File: src/rtl/eth_recv.sv
// UDP/IPv4 DNS-response header receiver on a 64-bit AXI-Stream MAC RX port.
// Define ETH_RECV_CSUM_EN to compile in the IPv4 header checksum check.
module eth_recv #(
  parameter logic [31:0] ip_daddr  = {8'd10, 8'd0, 8'd0, 8'd1},
  parameter logic [15:0] udp_sport = 16'd53,
  parameter logic [15:0] dport_min = 16'd50001,
  parameter logic [15:0] dport_max = 16'd51000
) (
  input  logic        clk156,
  input  logic        sys_rst_n,
  input  logic        m_axis_rx_tvalid,
  input  logic [63:0] m_axis_rx_tdata,
  input  logic [7:0]  m_axis_rx_tkeep,
  input  logic        m_axis_rx_tlast,
  input  logic        m_axis_rx_tuser,
  output logic        hdr_valid,
  output logic [31:0] hdr_saddr,
  output logic [15:0] hdr_dport,
  output logic [15:0] hdr_dns_id,
  output logic [31:0] rx_frame_cnt,
  output logic [31:0] rx_dns_cnt,
  output logic [31:0] rx_err_cnt
);

  typedef enum logic [1:0] {IDLE = 2'd0, HDR = 2'd1, PAYLOAD = 2'd2} state_t;

  // Big-endian 16-bit word starting at byte lane 'lane' of a beat.
  function automatic logic [15:0] be16(input logic [63:0] d, input logic [2:0] lane);
    return {d[{lane, 3'b000} +: 8], d[{lane + 3'd1, 3'b000} +: 8]};
  endfunction

  state_t      state, nxt_state;
  logic [2:0]  beat_idx, nxt_beat, cur_beat;
  logic [15:0] ethertype, nxt_ethertype, sport, nxt_sport, dport, nxt_dport;
  logic [15:0] dns_id, nxt_dns_id;
  logic [7:0]  ver_ihl, nxt_ver_ihl, proto, nxt_proto;
  logic [31:0] saddr, nxt_saddr, daddr, nxt_daddr;
  logic        qr, nxt_qr;
  logic        capture, frame_end, runt, hdr_match, csum_ok, qualify, frame_err;
  logic        unused_tkeep;

  // Frame length is never needed, so byte enables carry no information here.
  assign unused_tkeep = ^m_axis_rx_tkeep;

  assign capture   = m_axis_rx_tvalid && (state != PAYLOAD);
  assign cur_beat  = (state == IDLE) ? 3'd0 : beat_idx;
  assign frame_end = m_axis_rx_tvalid && m_axis_rx_tlast;

  always_ff @(posedge clk156 or negedge sys_rst_n) begin
    if (!sys_rst_n) begin
      state    <= IDLE;
      beat_idx <= 3'd0;
    end else begin
      state    <= nxt_state;
      beat_idx <= nxt_beat;
    end
  end

  always_comb begin
    nxt_state = state;
    nxt_beat  = beat_idx;
    if (m_axis_rx_tvalid) begin
      case (state)
        IDLE: begin
          if (m_axis_rx_tlast) begin
            nxt_state = IDLE;
          end else begin
            nxt_state = HDR;
            nxt_beat  = 3'd1;
          end
        end
        HDR: begin
          if (m_axis_rx_tlast) begin
            nxt_state = IDLE;
            nxt_beat  = 3'd0;
          end else if (beat_idx == 3'd5) begin
            nxt_state = PAYLOAD;
            nxt_beat  = 3'd0;
          end else begin
            nxt_beat  = beat_idx + 3'd1;
          end
        end
        PAYLOAD: begin
          if (m_axis_rx_tlast) begin
            nxt_state = IDLE;
          end else begin
            nxt_state = PAYLOAD;
          end
        end
        default: begin
          nxt_state = IDLE;
          nxt_beat  = 3'd0;
        end
      endcase
    end else begin
      nxt_state = state;
    end
  end

  // Next field values merge the current beat so a tlast on beat 5 still qualifies.
  always_comb begin
    nxt_ethertype = ethertype;
    nxt_ver_ihl   = ver_ihl;
    nxt_proto     = proto;
    nxt_saddr     = saddr;
    nxt_daddr     = daddr;
    nxt_sport     = sport;
    nxt_dport     = dport;
    nxt_dns_id    = dns_id;
    nxt_qr        = qr;
    if (capture) begin
      case (cur_beat)
        3'd1: begin
          nxt_ethertype = be16(m_axis_rx_tdata, 3'd4);
          nxt_ver_ihl   = m_axis_rx_tdata[55:48];
        end
        3'd2: nxt_proto = m_axis_rx_tdata[63:56];
        3'd3: begin
          nxt_saddr         = {be16(m_axis_rx_tdata, 3'd2), be16(m_axis_rx_tdata, 3'd4)};
          nxt_daddr[31:16]  = be16(m_axis_rx_tdata, 3'd6);
        end
        3'd4: begin
          nxt_daddr[15:0] = be16(m_axis_rx_tdata, 3'd0);
          nxt_sport       = be16(m_axis_rx_tdata, 3'd2);
          nxt_dport       = be16(m_axis_rx_tdata, 3'd4);
        end
        3'd5: begin
          nxt_dns_id = be16(m_axis_rx_tdata, 3'd2);
          nxt_qr     = m_axis_rx_tdata[39];
        end
        default: nxt_qr = qr;
      endcase
    end else begin
      nxt_qr = qr;
    end
  end

  always_ff @(posedge clk156 or negedge sys_rst_n) begin
    if (!sys_rst_n) begin
      ethertype <= 16'd0;
      ver_ihl   <= 8'd0;
      proto     <= 8'd0;
      saddr     <= 32'd0;
      daddr     <= 32'd0;
      sport     <= 16'd0;
      dport     <= 16'd0;
      dns_id    <= 16'd0;
      qr        <= 1'b0;
    end else begin
      ethertype <= nxt_ethertype;
      ver_ihl   <= nxt_ver_ihl;
      proto     <= nxt_proto;
      saddr     <= nxt_saddr;
      daddr     <= nxt_daddr;
      sport     <= nxt_sport;
      dport     <= nxt_dport;
      dns_id    <= nxt_dns_id;
      qr        <= nxt_qr;
    end
  end

`ifdef ETH_RECV_CSUM_EN
  // Sum of the header words carried by one beat (bytes 14-33 of the frame).
  function automatic logic [19:0] csum_beat(input logic [63:0] d, input logic [2:0] beat);
    case (beat)
      3'd1: return {4'd0, be16(d, 3'd6)};
      3'd2, 3'd3: return {4'd0, be16(d, 3'd0)} + {4'd0, be16(d, 3'd2)}
                       + {4'd0, be16(d, 3'd4)} + {4'd0, be16(d, 3'd6)};
      3'd4: return {4'd0, be16(d, 3'd0)};
      default: return 20'd0;
    endcase
  endfunction

  function automatic logic [15:0] csum_fold(input logic [19:0] s);
    logic [16:0] f1;
    logic [15:0] f2;
    f1 = {1'b0, s[15:0]} + {13'd0, s[19:16]};
    f2 = f1[15:0] + {15'd0, f1[16]};
    return f2;
  endfunction

  logic [19:0] csum_acc, nxt_csum_acc;

  always_comb begin
    if (!capture) begin
      nxt_csum_acc = csum_acc;
    end else if (cur_beat == 3'd0) begin
      nxt_csum_acc = 20'd0;
    end else begin
      nxt_csum_acc = csum_acc + csum_beat(m_axis_rx_tdata, cur_beat);
    end
  end

  always_ff @(posedge clk156 or negedge sys_rst_n) begin
    if (!sys_rst_n) begin
      csum_acc <= 20'd0;
    end else begin
      csum_acc <= nxt_csum_acc;
    end
  end

  assign csum_ok = (csum_fold(nxt_csum_acc) == 16'hFFFF);
`else
  assign csum_ok = 1'b1;
`endif

  assign runt = frame_end && ((state == IDLE) || ((state == HDR) && (beat_idx != 3'd5)));
  assign hdr_match = (nxt_ethertype == 16'h0800) && (nxt_ver_ihl == 8'h45) &&
                     (nxt_proto == 8'd17) && (nxt_daddr == ip_daddr) &&
                     (nxt_sport == udp_sport) && (nxt_dport >= dport_min) &&
                     (nxt_dport <= dport_max) && nxt_qr;
  assign qualify   = frame_end && !runt && m_axis_rx_tuser && csum_ok && hdr_match;
  assign frame_err = frame_end && (runt || !m_axis_rx_tuser || !csum_ok);

  always_ff @(posedge clk156 or negedge sys_rst_n) begin
    if (!sys_rst_n) begin
      hdr_valid    <= 1'b0;
      hdr_saddr    <= 32'd0;
      hdr_dport    <= 16'd0;
      hdr_dns_id   <= 16'd0;
      rx_frame_cnt <= 32'd0;
      rx_dns_cnt   <= 32'd0;
      rx_err_cnt   <= 32'd0;
    end else begin
      hdr_valid <= qualify;
      if (qualify) begin
        hdr_saddr  <= nxt_saddr;
        hdr_dport  <= nxt_dport;
        hdr_dns_id <= nxt_dns_id;
        rx_dns_cnt <= rx_dns_cnt + 32'd1;
      end
      if (frame_end) rx_frame_cnt <= rx_frame_cnt + 32'd1;
      if (frame_err) rx_err_cnt <= rx_err_cnt + 32'd1;
    end
  end

endmodule
File: config.mk
export PLATFORM = sky130hd
export DESIGN_NAME = eth_recv
export DESIGN_NICKNAME = d
export VERILOG_FILES = /design/src/rtl/eth_recv.sv
export SDC_FILE = /design/constraint.sdc
export NUM_CORES = 1
export LEC_CHECK = 0
export ABC_AREA = 0
export ABC_CLOCK_PERIOD_IN_PS = 3100
export CORE_MARGIN = 10
export CORE_UTILIZATION = 48
export DETAILED_ROUTE_END_ITERATION = 16
export GPL_TIMING_DRIVEN = 0
export PLACE_DENSITY = 0.77
export SKIP_CTS_REPAIR_TIMING = 1
export SYNTH_ARGS = -nofsm -noshare
export SYNTH_HDL_FRONTEND = slang
export SYNTH_SLANG_ARGS = --single-unit
File: constraint.sdc
create_clock -name clk156 -period 3.1 [get_ports clk156]
set_clock_uncertainty 0.05 [all_clocks]
set_input_delay 0.31 -clock clk156 [delete_from_list [all_inputs] [get_ports clk156]]
set_output_delay 0.31 -clock clk156 [all_outputs]
set_load 0.005 [all_outputs]
# [Yosys cells after proc, flatten, opt, wreduce, memory -nomap -nowiden]
# Cells that the tools add are included.
[op_classes] add_sub_neg=4 n_mul=0 div=0 n_lt_le_gt_ge=2 n_eq_ne=17 shifts=0 muxes=29 bitwise_logic=1 reduce_logical=22
[ops] operator="two-way mux 16 bit" n=10
[ops] operator="adder 32 x 1 -> 32 bit, second input constant" n=3
[ops] operator="two-way mux 32 bit" n=3
[ops] operator="== test 32 x 28 -> 1 bit, second input constant" n=1
[ops] operator="two-way mux 8 bit" n=4
[ops] operator="== test 16 x 12 -> 1 bit, second input constant" n=1
[ops] operator="== test 16 x 6 -> 1 bit, second input constant" n=1
[ops] operator="greater-or-equal comparator 16 bit, second input constant" n=1
[ops] operator="<= comparator 16 bit, second input constant" n=1
[ops] operator="logical AND 1 bit" n=15
[ops] operator="two-way mux 3 bit" n=4
[ops] operator="== test 3 bit, second input constant" n=3
[ops] operator="case mux 3 bit (3 select lines)" n=1
[ops] operator="== test 8 x 5 -> 1 bit, second input constant" n=1
[ops] operator="== test 8 x 7 -> 1 bit, second input constant" n=1
[ops] operator="== test 3 x 2 -> 1 bit, second input constant" n=2
[ops] operator="two-way mux 2 bit" n=3
[ops] operator="!= test 3 bit, second input constant" n=2
[ops] operator="case mux 2 bit (3 select lines)" n=1
[ops] operator="!= test 2 bit, second input constant" n=2
[ops] operator="adder 3 x 1 -> 3 bit, second input constant" n=1
[ops] operator="== test 3 x 1 -> 1 bit, second input constant" n=1
[ops] operator="two-way mux 1 bit" n=3
[ops] operator="AND reduction 3 bit" n=1
[ops] operator="other kinds (7)" n=9
[totals] regBits=311 latch_bits=0 ramBits=0 mem_bits_ro=0 inputBits=77 out_inout_bits=161 wordCells=93 n_memories=0

# [Longest topological paths before layout]
# Gate-level depths: netlist (run 1).
[depth] depth_word=14 depth_mapped=15 depth_no_buf=10

# [Least setup slack after synthesis (run 1)]
# No wires, ideal clock.
[synth_path] path_kind="reg2reg" start="register state[0]" end="register hdr_saddr[22]" arrival_time_ns=3.168 slack_ns=-0.243 path_stages_with_launch=14 synth_period_minus_slack_ns=3.343 cell_sequence="dfrtp_1 > inv_1 > ha_1 > buf_4 > nor4b_4 > nand2_1 > clkbuf_1 > nor4_1 > nor2_1 > nand4_1 > nand4b_1 > clkbuf_1 > clkbuf_1 > mux2_2"
[synth_between] elab_chain_len=14 word_cells_on_any_way=48 classes_between="2 x order compare; 12 x eq/ne; 18 x mux; 16 x reduce/logical"
[synth_lines] element="from (decl)" line="32" source="state_t state, nxt_state;"
[synth_lines] element="from (signal assigned)" line="54" source="state <= nxt_state;"
[synth_lines] element="parallel branches: the longest is 14 deep, another holds greater-or-equal comparator 16 bit"
[synth_lines] element="to (signal assigned)" line="227" source="hdr_saddr <= nxt_saddr;"
[synth_lines] element="to (decl)" line="17" source="output logic [31:0] hdr_saddr,"
# Parallel ways; which one is timed is not known.
# A chain may end at the register's enable or synchronous reset.

# [Worst setup path after layout (run 1)]
[layout_path] start="register state[1]" end="register hdr_dport[8]"
[layout_between] elab_chain_len=14 word_cells_on_any_way=46 classes_between="2 x order compare; 12 x eq/ne; 16 x mux; 16 x reduce/logical"
[layout_lines] element="parallel branches: the longest is 14 deep, another holds greater-or-equal comparator 16 bit"
[layout_lines] element="to (signal assigned)" line="228" source="hdr_dport <= nxt_dport;"
[layout_lines] element="to (decl)" line="18" source="output logic [15:0] hdr_dport,"
# Parallel ways; which one is timed is not known.

==> impl_summary.log, run 1 <==
INFO  metric max_stage_delay = approximately 0.53 ns
INFO  metric synthesis.nets = approximately 1200
INFO  metric wire_length_of_the_first_global_routing_pass = 55.94 mm
INFO  metric worstHoldPathCells = 3
INFO  metric synth.yosys.seq_area_share = between 50% and 60%
INFO  metric number_of_antenna_violations_at_the_first_check_in_global_routing = 2
INFO  metric post_synth_inst_count = roughly 1100
INFO  metric cp.required = approximately 3.5 ns
INFO  metric dieArea = 34980 µm²
INFO  metric grt_start_max_net_pins = 128
INFO  metric critical_path.max_fanout = 10
INFO  metric worst_ir_drop_vdd = between 500 and 600 µV
INFO  metric portBuffers = 228
INFO  metric gp_congestion = between 0.8 and 0.9
INFO  metric layout.nets = between 1000 and 1500
INFO  metric final_critical_path_setup_slack = -0.2417 ns
INFO  metric start_kind = flip-flop
INFO  metric max_cap_violations = 0
INFO  metric crit_path_start = state[1]
INFO  metric synth.avg_cell_area = roughly 12 µm²
INFO  metric drtPass1Iterations = 5
INFO  metric slew_viol_final = 0
INFO  metric asyncSetResetFlopFracSynth = 100.0%
INFO  metric count_of_antenna_violating_nets_left_after_detailed_routing = 0
INFO  metric route.detailed.wl_per_inst = roughly 20 µm
INFO  metric slew-limit-headroom = between 20% and 30%
INFO  metric max_freq = 299.2 MHz
INFO  metric insertion_delay = 0.53 ns
INFO  metric fraction_of_the_cycle_the_final_worst_path_needs = 107.8%
INFO  metric grt_pass1_vias = around 10000
INFO  metric route.detailed.vias_per_inst = between 5 and 6
INFO  metric leakagePower = roughly 0.0086 µW
INFO  metric post_synth_instance_area = 13390 µm²
INFO  metric setup.worst_path.class = reg2reg
INFO  metric floorplan.rows = 61
INFO  metric crit-reg2reg-launch = state[1]
INFO  metric tritoncts = built
INFO  metric yosys_warnings = 0
INFO  metric post-place-cells = roughly 1700
INFO  metric cts_sinks = around 310
INFO  metric cts-buffers-inserted = 35
INFO  metric drive_above_1_share = approximately a fifth
INFO  metric route.vias.total = 9745
INFO  metric cts.path.max_buffers = 3
INFO  metric layout_common_cells = sky130_fd_sc_hd__dfrtp_1, sky130_fd_sc_hd__clkdlybuf4s50_1, sky130_fd_sc_hd__nand2_1, sky130_fd_sc_hd__mux2_2, sky130_fd_sc_hd__xnor2_1
INFO  metric die_w = between 150 and 200 µm
INFO  metric layout_commonest_cell = sky130_fd_sc_hd__dfrtp_1
INFO  metric grt_setup_unrepaired = yes
INFO  metric drc_errors = 0
INFO  metric track_usage = 19.59%
INFO  metric ys_dominant_reg_cell = sky130_fd_sc_hd__dfrtp_1
INFO  metric final_critical_delay_including_setup_and_external_delays = between 3 and 4 ns
INFO  metric ctsHtreeMaxLevel = 2
INFO  metric number_of_enable_type_register_cells_in_the_synthesized_netlist = 0
INFO  metric overflow = 0
INFO  metric worstPathArrival = between 3 and 4 ns
INFO  metric finalSetupViolCount = 94
INFO  metric worst-slew-pin-transition = ~1.2 ns
INFO  metric final_core_util = 65.54%
INFO  metric reg2regPathDepth = 13
INFO  metric detailed_place_hpwl = roughly 25 mm
INFO  metric detail_route.iter0.violations = just over 800
INFO  metric ff2ff_setup_slack = -0.24 ns
INFO  metric post_dp_cell_area = 16490 µm²
INFO  metric placeableCoreArea = about 28000 µm²
INFO  metric timing.hold.worst_endpoint = dport[6]
INFO  metric crit_slowest_cell = sky130_fd_sc_hd__or4b_4
INFO  metric failed_checks = negative setup slack
INFO  metric die_h = 187.0 µm
INFO  metric path_category_of_the_worst_min_delay_check = in2reg
INFO  metric power_per_cell_area = between 600 and 700 nW/µm²
INFO  metric finish.cell_count_without_fillers = around 1800
INFO  metric number_of_unique_standard_cell_types_used_by_synthesis = 55
INFO  metric status = finished with violations
INFO  metric clk_root_buffer_cell = sky130_fd_sc_hd__clkbuf_16
INFO  metric reg2reg_to = hdr_dport[8]
INFO  metric post_cts_clock_slew_at_the_launch_and_capture_registers_of_the_worst_setup_and_hold_paths = around 0.06 ns
INFO  metric cp-end-kind = flip-flop
INFO  metric area_delta_synth_final = 35.21%
INFO  metric hold_path_start = m_axis_rx_tdata[46]
INFO  metric cp_cell_sequence = inv_2 > ha_4 > or4b_4 > buf_8 > nor4_4 > nor2_1 > or3b_1 > nor4_2 > nand4b_1 > buf_6 > clkbuf_16 > buf_12 > mux2_2
INFO  metric boundaryPins = around 240
INFO  metric synth.ff_latch_count = 311
INFO  metric initial_standard_cell_utilization_of_the_core = ~48%
INFO  metric finish.instance_area = 18110 µm²
INFO  metric finalHoldViolCount = 0
INFO  metric finalWirelength = about 36 mm
[logic make-up (layout without fill, tap and decap cells)]
group | count (synthesis) | after routing | synth area share (%)
AO/OA/AOI/OAI | 41 | 41 | 2.018
XOR/XNOR | 93 | 93 | 6.082
adder cells (fa/ha/maj) | 7 | 7 | 0.6540
buffers and inverters | 75 | 376 | 2.364
flip-flops | 311 | 311 | 58.11
multiplexers | 161 | 161 | 13.37
other | 0 | 3 | 0
AND/OR/NAND/NOR | 435 | 435 | 17.40
[worst max path at each step]
| stage | to | slack (ns) | depth (start not counted) |
|---|---|---|---|
| 2_1_floorplan | rx_dns_cnt[29] | -0.09 | 13 |
| 3_3_place_gp | hdr_dns_id[10] | -11.64 | 1 |
| 3_5_place_dp | rx_dns_cnt[29] | -0.90 | 12 |
| 4_1_cts | rx_dns_cnt[9] | -0.76 | 14 |
| 5_1_grt | hdr_dns_id[4] | -0.36 | 13 |
| 6_report | hdr_dport[8] | -0.24 | 13 |
[flip-flops by register name, summed over array words and instances (netlist names), 32 cells and up]
register and flops:
daddr 32, hdr_saddr 32, rx_dns_cnt 32, rx_err_cnt 32
rx_frame_cnt 32, saddr 32
[synth_stat cells (all sizes together), types with 16 or more instances]
library cell	instances	area, µm²
nor4b	17	185.2
inv	35	131.4
clkbuf	25	93.84
and3	17	106.4
nand3	31	160.1
mux2	143	1610
nor2	34	127.6
xor2	39	341.6
nand2b	16	100.1
nand2	193	727.0
mux2i	18	180.2
nor3	24	120.1
dfrtp	311	7782
nor4	33	281.5
xnor2	54	473.0
nand4	24	150.1
[critical path, delay by kind of cell, from the launching register on]
family / cells / cell delay (ns)
muxes: 1 / 0.28
buffers and inverters: 5 / 0.70
and+or+nand+nor: 6 / 1.62
DFF: 1 / 0.39
adders and majority gates: 1 / 0.20
[cell type report]
| type | count | area, µm² |
|---|---|---|
| Fill cell | 2047 | 9522 |
| Sequential cell | 311 | 7782 |
| Multi-Input combinational cell | 737 | 5748 |
| Timing Repair Buffer | 244 | 2515 |
| Clock buffer | 50 | 1003 |
| Tap cell | 378 | 473.0 |
| Buffer | 37 | 331.6 |
| Inverter | 35 | 131.4 |
| Clock inverter | 10 | 115.1 |
| Antenna cell | 3 | 7.507 |
[power by group]
part           switching (µW)  internal [µW]  leakage (µW)
Combinational             985           1040       0.00391
Sequential                304           4690       0.00412
Clock                    1640           2420      0.000553
Total                    2930           8150       0.00858
[routing by layer]
| metal | vias up | track usage (%) | part of all wire [%] |
|---|---|---|---|
| met1 | 4890 | 25.38 | 43 |
| met3 | 62 | 5.481 | 7.7 |
| met2 | 320 | 31.39 | 47 |
| met4 | 0 | 5.893 | 2.3 |
| li1 | 4473 | - | - |
| met5 | - | 0 | 0 |
[metrics by stage]
stage	hold WS, ns	setup WS [ns]	total power, µW	setup TNS (ns)
finish	0.1648	-0.2417	11080	-16.00
global route	0.1839	-0.3636	11560	-27.99
CTS	-0.2154	-0.7636	10970	-63.56
detailed placement	0.3149	-0.9027	6884	-75.84
global placement	0.3991	-11.64	6807	-3676.39
floorplan	-0.03559	-0.08986	6164	-0.2967
Power figures use the tool's default switching activity.
==> run 2, diff against run 1 <==
- SKIP_LAST_GASP: not set -> 1
==> run 2 against run 1 <==
Against the previous run: the run still ends with negative setup slack left; hold slack got worse by 0.0048 ns; non-clock buffer count unchanged; clock power about the same; maximum frequency decreased by 0.20%; global-route usage unchanged; core utilization about the same; critical path depth unchanged; total power about the same; critical endpoint is now hdr_dns_id[4]; combinational power about the same; critical path type unchanged; sequential cell count unchanged; sequential power about the same.
==> impl_summary.log, run 2 (synthesis gave the netlist of run 1 again) <==
INFO  metric status = finished with violations
INFO  metric failed_checks = negative setup slack
INFO  metric slew_viol_final = 0 (unchanged)
INFO  metric comb_power_share = 18.3% (about the same)
INFO  metric initial_standard_cell_utilization_of_the_core = 48.47% (unchanged)
INFO  metric cts.path.max_buffers = 3 (unchanged)
INFO  metric slew-limit-headroom = 20.78% (-0.25 points)
INFO  metric count_of_antenna_violating_nets_left_after_detailed_routing = 0 (unchanged)
INFO  metric route.vias.total = 9753 (+0.082%)
INFO  metric wire_length_of_the_first_global_routing_pass = 55.94 mm (unchanged)
INFO  metric grt_start_max_net_pins = 128 (unchanged)
INFO  metric insertion_delay = 0.53 ns (about the same)
INFO  metric worst-slew-pin-transition = 1.188 ns (+0.003695 ns)
INFO  metric clockPowerShare = 36.7% (about the same)
INFO  metric cp.required = 3.45 ns (about the same)
INFO  metric ctsHtreeMaxLevel = 2 (unchanged)
INFO  metric portBuffers = 228 (unchanged)
INFO  metric max_stage_delay = 0.53 ns (about the same)
INFO  metric worstHoldPathCells = 3 (unchanged)
INFO  metric max_freq = 298.6 MHz (-0.20%)
INFO  metric overflow = 0 (unchanged)
INFO  metric worstPathArrival = 3.70 ns (about the same)
INFO  metric post-place-cells = 1731 (unchanged)
INFO  metric floorplan.rows = 61 (unchanged)
INFO  metric gp_congestion = 0.8575 (unchanged)
INFO  metric die_h = 187.0 µm (unchanged)
INFO  metric crit_slowest_cell = sky130_fd_sc_hd__or4b_4
INFO  metric detailed_place_hpwl = 25.43 mm (unchanged)
INFO  metric intPower = 8147 µW (about the same)
INFO  metric tritoncts = built
INFO  metric finalWirelength = 35.95 mm (+0.16%)
INFO  metric track_usage = 19.59% (unchanged)
INFO  metric fraction_of_the_cycle_the_final_worst_path_needs = 108.0% (+0.22 points)
INFO  metric placement_stage_worst_setup_slack = -0.9027 ns (unchanged)
INFO  metric reg2regPathDepth = 13 (unchanged)
INFO  metric drc_errors = 0 (unchanged)
INFO  metric sw_frac_of_total = 26.50% (about the same)
INFO  metric crit-reg2reg-launch = state[1]
INFO  metric hold_path_start = m_axis_rx_tdata[46]
INFO  metric boundaryPins = 238 (unchanged)
INFO  metric clk_root_buffer_cell = sky130_fd_sc_hd__clkbuf_16
INFO  metric layout_common_cells = sky130_fd_sc_hd__dfrtp_1, sky130_fd_sc_hd__clkdlybuf4s50_1, sky130_fd_sc_hd__nand2_1, sky130_fd_sc_hd__mux2_2, sky130_fd_sc_hd__xnor2_1
INFO  metric finalSetupViolCount = 94 (unchanged)
INFO  metric max_cap_violations = 0 (unchanged)
INFO  metric drive_above_1_share = 20.93% (-0.14 points)
INFO  metric drtPass1Iterations = 5 (unchanged)
INFO  metric finish.cell_count_without_fillers = 1804 (-0.055%)
INFO  metric reg2reg_to = hdr_dns_id[4]
INFO  metric grt_setup_unrepaired = yes
INFO  metric worst_ir_drop_vdd = 531.4 µV (+0.14%)
INFO  metric dieArea = 34980 µm² (unchanged)
INFO  metric cp-end-kind = flip-flop
INFO  metric power_per_cell_area = 612.5 nW/µm² (about the same)
INFO  metric post_cts_clock_slew_at_the_launch_and_capture_registers_of_the_worst_setup_and_hold_paths = 0.06 ns (about the same)
INFO  metric final_critical_path_setup_slack = -0.2485 ns (-0.006768 ns)
INFO  metric critical_path.max_fanout = 7 (-3)
INFO  metric layout_commonest_cell = sky130_fd_sc_hd__dfrtp_1
INFO  metric power_switching = 2938 µW (+0.14%)
INFO  metric timing.hold.worst_endpoint = dport[6]
INFO  metric die_w = 187.0 µm (unchanged)
INFO  metric seq_power_share = 45.1% (about the same)
INFO  metric start_kind = flip-flop
INFO  metric route.detailed.vias_per_inst = 5.406 (+0.14%)
INFO  metric leakagePower = 0.008574 µW (about the same)
INFO  metric area_delta_synth_final = 35.16% (about the same)
INFO  metric cts_sinks = 311 (unchanged)
INFO  metric cp_cell_sequence = inv_2 > ha_4 > or4b_4 > buf_8 > nor4_4 > nor2_1 > or3b_1 > nor4_2 > nand4b_1 > buf_6 > buf_12 > clkbuf_16 > mux2_2
INFO  metric grt_pass1_vias = 10050 (unchanged)
INFO  metric final_critical_delay_including_setup_and_external_delays = 3.348 ns (+0.006768 ns)
INFO  metric setup.worst_path.class = reg2reg
INFO  metric path_category_of_the_worst_min_delay_check = in2reg
INFO  metric detail_route.iter0.violations = 762 (-6.3%)
INFO  metric finalHoldViolCount = 0 (unchanged)
INFO  metric ff2ff_setup_slack = -0.25 ns (about the same)
INFO  metric route.detailed.wl_per_inst = 19.93 µm (+0.21%)
INFO  metric layout.nets = 1485 (unchanged)
INFO  metric placeableCoreArea = 27630 µm² (unchanged)
INFO  metric cts-buffers-inserted = 35 (unchanged)
INFO  metric number_of_antenna_violations_at_the_first_check_in_global_routing = 2 (unchanged)
## run 2: cell count changes in the layout (fill, tap and decap cells not counted)
| cell | previous run | this run |
|---|---|---|
| sky130_fd_sc_hd__and2_1 | 3 | 5 |
| sky130_fd_sc_hd__and2_4 | 3 | 1 |
| sky130_fd_sc_hd__diode_2 | 3 | 2 |
## run 2: routing by layer
layer	wire (µm)	up-vias	GRT usage [%]
met5	0	-	0
met4	834	0	5.893
met3	2700	61	5.481
met2	16910	315	31.39
met1	15510	4900	25.38
li1	-	4477	-
## run 2: layout make-up
cell class	instances	area (µm²)
fill	2046	9529
sequential	311	7782
multi-input combinational	737	5743
timing repair buffer	244	2515
clock buffer	50	1003
tap	378	473.0
buffer	37	331.6
inverter	35	131.4
clock inverter	10	115.1
antenna	2	5.005
## run 2: worst max-delay path, delay by kind of cell, from the launching register on
kind          cells  cell delay, ns
buf+inv           5            0.71
simple gates      6            1.61
flops             1            0.39
fa+ha+maj         1            0.20
mux               1            0.27
## run 2: worst max path at each step
stage                           from              to  slack (ns)
global route                state[0]   hdr_dns_id[4]       -0.36
global placement           sys_rst_n  hdr_dns_id[10]      -11.64
CTS                         state[0]   rx_dns_cnt[9]       -0.76
floorplan                   state[0]  rx_dns_cnt[29]       -0.09
detailed placement  m_axis_rx_tvalid  rx_dns_cnt[29]       -0.90
finish                      state[1]   hdr_dns_id[4]       -0.25
## run 2: through the flow
| step | utilization, % | hold slack, ns | total power [µW] | instance area, µm² | setup TNS (ns) |
|---|---|---|---|---|---|
| after CTS | 63.74 | -0.2154 | 10970 | 17610 | -63.56 |
| after global routing | 65.51 | 0.1839 | 11560 | 18100 | -28.06 |
| after global placement | 59.48 | 0.3991 | 6807 | 16430 | -3676.39 |
| after detailed placement | 59.70 | 0.3149 | 6884 | 16490 | -75.84 |
| after floorplan | - | -0.03559 | 6164 | 13680 | -0.2967 |
| final | 65.51 | 0.1600 | 11090 | 18100 | -16.81 |
## run 2: power by group through the flow
stage,combinational [µW],sequential [µW],clock (µW)
finish,2030,4990,4060
global route,2200,5060,4290
CTS,1850,4980,4140
detailed placement,1840,5040,0
global placement,1770,5030,0
floorplan,1190,4970,0
==> run 3, diff against run 2 <==
- PLACE_DENSITY: 0.77 -> not set
- PLACE_DENSITY_LB_ADDON: not set -> 0.3
- SETUP_SLACK_MARGIN: not set -> 0.15
==> run 3 against run 2 <==
Against the previous run: the run still ends with negative setup slack left; global-route usage about the same; register-to-register slack got worse by 0.14 ns; clock power increased by 5.9%; via count increased by 1.0%; non-clock buffer count increased by 18; sequential power about the same; critical endpoint unchanged; largest cell class unchanged; highest routed layer unchanged.
==> impl_summary.log, run 3 (synthesis gave the netlist of run 1 again) <==
INFO  metric critical_path.max_fanout = 8 (+1)
INFO  metric detail_route.iter0.violations = 812 (+6.6%)
INFO  metric final_critical_delay_including_setup_and_external_delays = 3.491 ns (+0.1424 ns)
INFO  metric boundaryPins = 238 (unchanged)
INFO  metric insertion_delay = 0.52 ns (about the same)
INFO  metric slew_viol_final = 0 (unchanged)
INFO  metric overflow = 0 (unchanged)
INFO  metric cts.path.max_buffers = 3 (unchanged)
INFO  metric initial_standard_cell_utilization_of_the_core = 48.47% (unchanged)
INFO  metric total_power = 11460 µW (+3.4%)
INFO  metric die_w = 187.0 µm (unchanged)
INFO  metric cts_sinks = 311 (unchanged)
INFO  metric crit-reg2reg-launch = state[1]
INFO  metric clk_root_buffer_cell = sky130_fd_sc_hd__clkbuf_16
INFO  metric drtPass1Iterations = 5 (unchanged)
INFO  metric cp.required = 3.44 ns (about the same)
INFO  metric finish.cell_count_without_fillers = 1825 (+1.2%)
INFO  metric route.detailed.vias_per_inst = 5.400 (-0.12%)
INFO  metric count_of_antenna_violating_nets_left_after_detailed_routing = 0 (unchanged)
INFO  metric cts-buffers-inserted = 35 (unchanged)
INFO  metric setup.worst_path.class = reg2reg
INFO  metric cp_cell_sequence = inv_2 > ha_4 > buf_8 > nor4b_4 > nand2_4 > or4_1 > o41ai_1 > nand4_1 > nand4b_1 > buf_6 > clkbuf_16 > clkbuf_16 > mux2_2
INFO  metric max_stage_delay = 0.58 ns (+0.05 ns)
INFO  metric post-place-cells = 1731 (unchanged)
INFO  metric layout_commonest_cell = sky130_fd_sc_hd__dfrtp_1
INFO  metric failed_checks = negative setup slack
INFO  metric wire_length_of_the_first_global_routing_pass = 56.32 mm (+0.69%)
INFO  metric grt_pass1_vias = 10060 (+0.050%)
INFO  metric die_h = 187.0 µm (unchanged)
INFO  metric hold_path_start = m_axis_rx_tdata[46]
INFO  metric drc_errors = 0 (unchanged)
INFO  metric placement_stage_worst_setup_slack = -0.8294 ns (+0.07325 ns)
INFO  metric worst_ir_drop_vdd = 520.3 µV (-2.1%)
INFO  metric placeableCoreArea = 27630 µm² (unchanged)
INFO  metric tritoncts = built
INFO  metric status = finished with violations
INFO  metric portBuffers = 228 (unchanged)
INFO  metric finalWirelength = 36.39 mm (+1.2%)
INFO  metric power_per_cell_area = 615.0 nW/µm² (+0.42%)
INFO  metric gp_congestion = 0.8867 (+3.4%)
INFO  metric area_delta_synth_final = 39.10%
INFO  metric cp-end-kind = flip-flop
INFO  metric path_category_of_the_worst_min_delay_check = in2reg
INFO  metric crit_slowest_cell = sky130_fd_sc_hd__or4_1
INFO  metric post_cts_clock_slew_at_the_launch_and_capture_registers_of_the_worst_setup_and_hold_paths = 0.06 ns (about the same)
INFO  metric start_kind = flip-flop
INFO  metric route.detailed.wl_per_inst = 19.94 µm (about the same)
INFO  metric detailed_place_hpwl = 25.09 mm (-1.4%)
INFO  metric drive_above_1_share = 23.58% (+2.7 points)
INFO  metric layout_common_cells = sky130_fd_sc_hd__dfrtp_1, sky130_fd_sc_hd__clkdlybuf4s50_1, sky130_fd_sc_hd__nand2_1, sky130_fd_sc_hd__mux2_2, sky130_fd_sc_hd__xnor2_1
INFO  metric finalSetupViolCount = 96 (+2.1%)
INFO  metric track_usage = 19.64% (+0.050 points)
INFO  metric layout.nets = 1503 (+1.2%)
INFO  metric leakagePower = 0.008876 µW (+3.5%)
INFO  metric path_common_cell = sky130_fd_sc_hd__clkbuf_16
INFO  metric crit_path_start = state[1]
INFO  metric fraction_of_the_cycle_the_final_worst_path_needs = 112.6% (+4.6 points)
INFO  metric number_of_antenna_violations_at_the_first_check_in_global_routing = 1 (-1)
INFO  metric max_freq = 286.5 MHz (-4.1%)
INFO  metric cp_num_buf_inv = 5 (unchanged)
INFO  metric floorplan.rows = 61 (unchanged)
INFO  metric final_critical_path_setup_slack = -0.3908 ns (-0.1424 ns)
INFO  metric worst-slew-pin-transition = 1.106 ns (-0.08197 ns)
INFO  metric grt_start_max_net_pins = 123 (-3.9%)
INFO  metric route.vias.total = 9855 (+1.0%)
INFO  metric max_cap_violations = 0 (unchanged)
INFO  metric dieArea = 34980 µm² (unchanged)
INFO  metric finalHoldViolCount = 0 (unchanged)
INFO  metric slew-limit-headroom = 26.25% (+5.5 points)
INFO  metric final_hold_slack = 0.2159 ns (+0.05595 ns)
INFO  metric worstPathArrival = 3.83 ns (+0.13 ns)
INFO  metric grt_setup_unrepaired = yes
INFO  metric worst_path_dominant_cell_family = simple AND/OR/NAND/NOR gates
INFO  metric ctsHtreeMaxLevel = 2 (unchanged)
run 3: changes by cell type in the layout (fill, tap and decap cells not counted), moves of 4 or more:
cell                        previous run  this run
sky130_fd_sc_hd__clkbuf_1             28        20
sky130_fd_sc_hd__nand2b_4              0         4
sky130_fd_sc_hd__clkinv_2              6        10
sky130_fd_sc_hd__buf_4                 7        13
sky130_fd_sc_hd__clkbuf_16            39        48
run 3: worst paths after layout:
kind                               endpoint  depth (start not counted)  slack, ns
max                           hdr_dns_id[4]                         13      -0.39
min                                dport[6]                          3       0.22
max reg2reg                   hdr_dns_id[4]                         13      -0.39
min reg2reg                rx_frame_cnt[31]                          1       0.42
max in group asynchronous          sport[3]                          4       1.18
min in group asynchronous  rx_frame_cnt[13]                          2       0.33
run 3: power by group:
group          internal, µW  leakage, µW  switching [µW]
sequential             4690      0.00412             319
clock                  2620     0.000607            1680
combinational          1130      0.00415            1020
total                  8440      0.00888            3020
run 3: worst min-delay path: stages:
cell and delay [ns]:
sky130_fd_sc_hd__clkbuf_1 0.21, sky130_fd_sc_hd__nand2_1 0.13, sky130_fd_sc_hd__nand2_1 0.08
run 3: layout make-up:
type	count	area, µm²
repair buffers	259	2770
flip-flops and latches	311	7782
clock inverters	17	211.5
plain buffers	40	375.4
diodes	1	2.502
multi-input cells	737	5879
clock buffers	47	1002
well taps	378	473.0
inverters	35	131.4
fillers	2068	9001
run 3: through the flow:
| step | util (%) | TNS, ns | cell area [µm²] |
|---|---|---|---|
| floorplan | - | -2.610 | 13770 |
| global placement | 59.80 | -3720.25 | 16520 |
| detailed placement | 60.02 | -73.52 | 16580 |
| CTS | 64.41 | -66.69 | 17800 |
| global route | 67.42 | -42.33 | 18630 |
| finish | 67.42 | -31.31 | 18630 |
run 3: per-layer routing:
layer	share of wire [%]	wire [µm]	track usage, %
met5	0	0	0
met4	3.1	1115	6.266
met2	46	16860	31.42
met3	7.5	2727	5.742
met1	43	15680	25.20
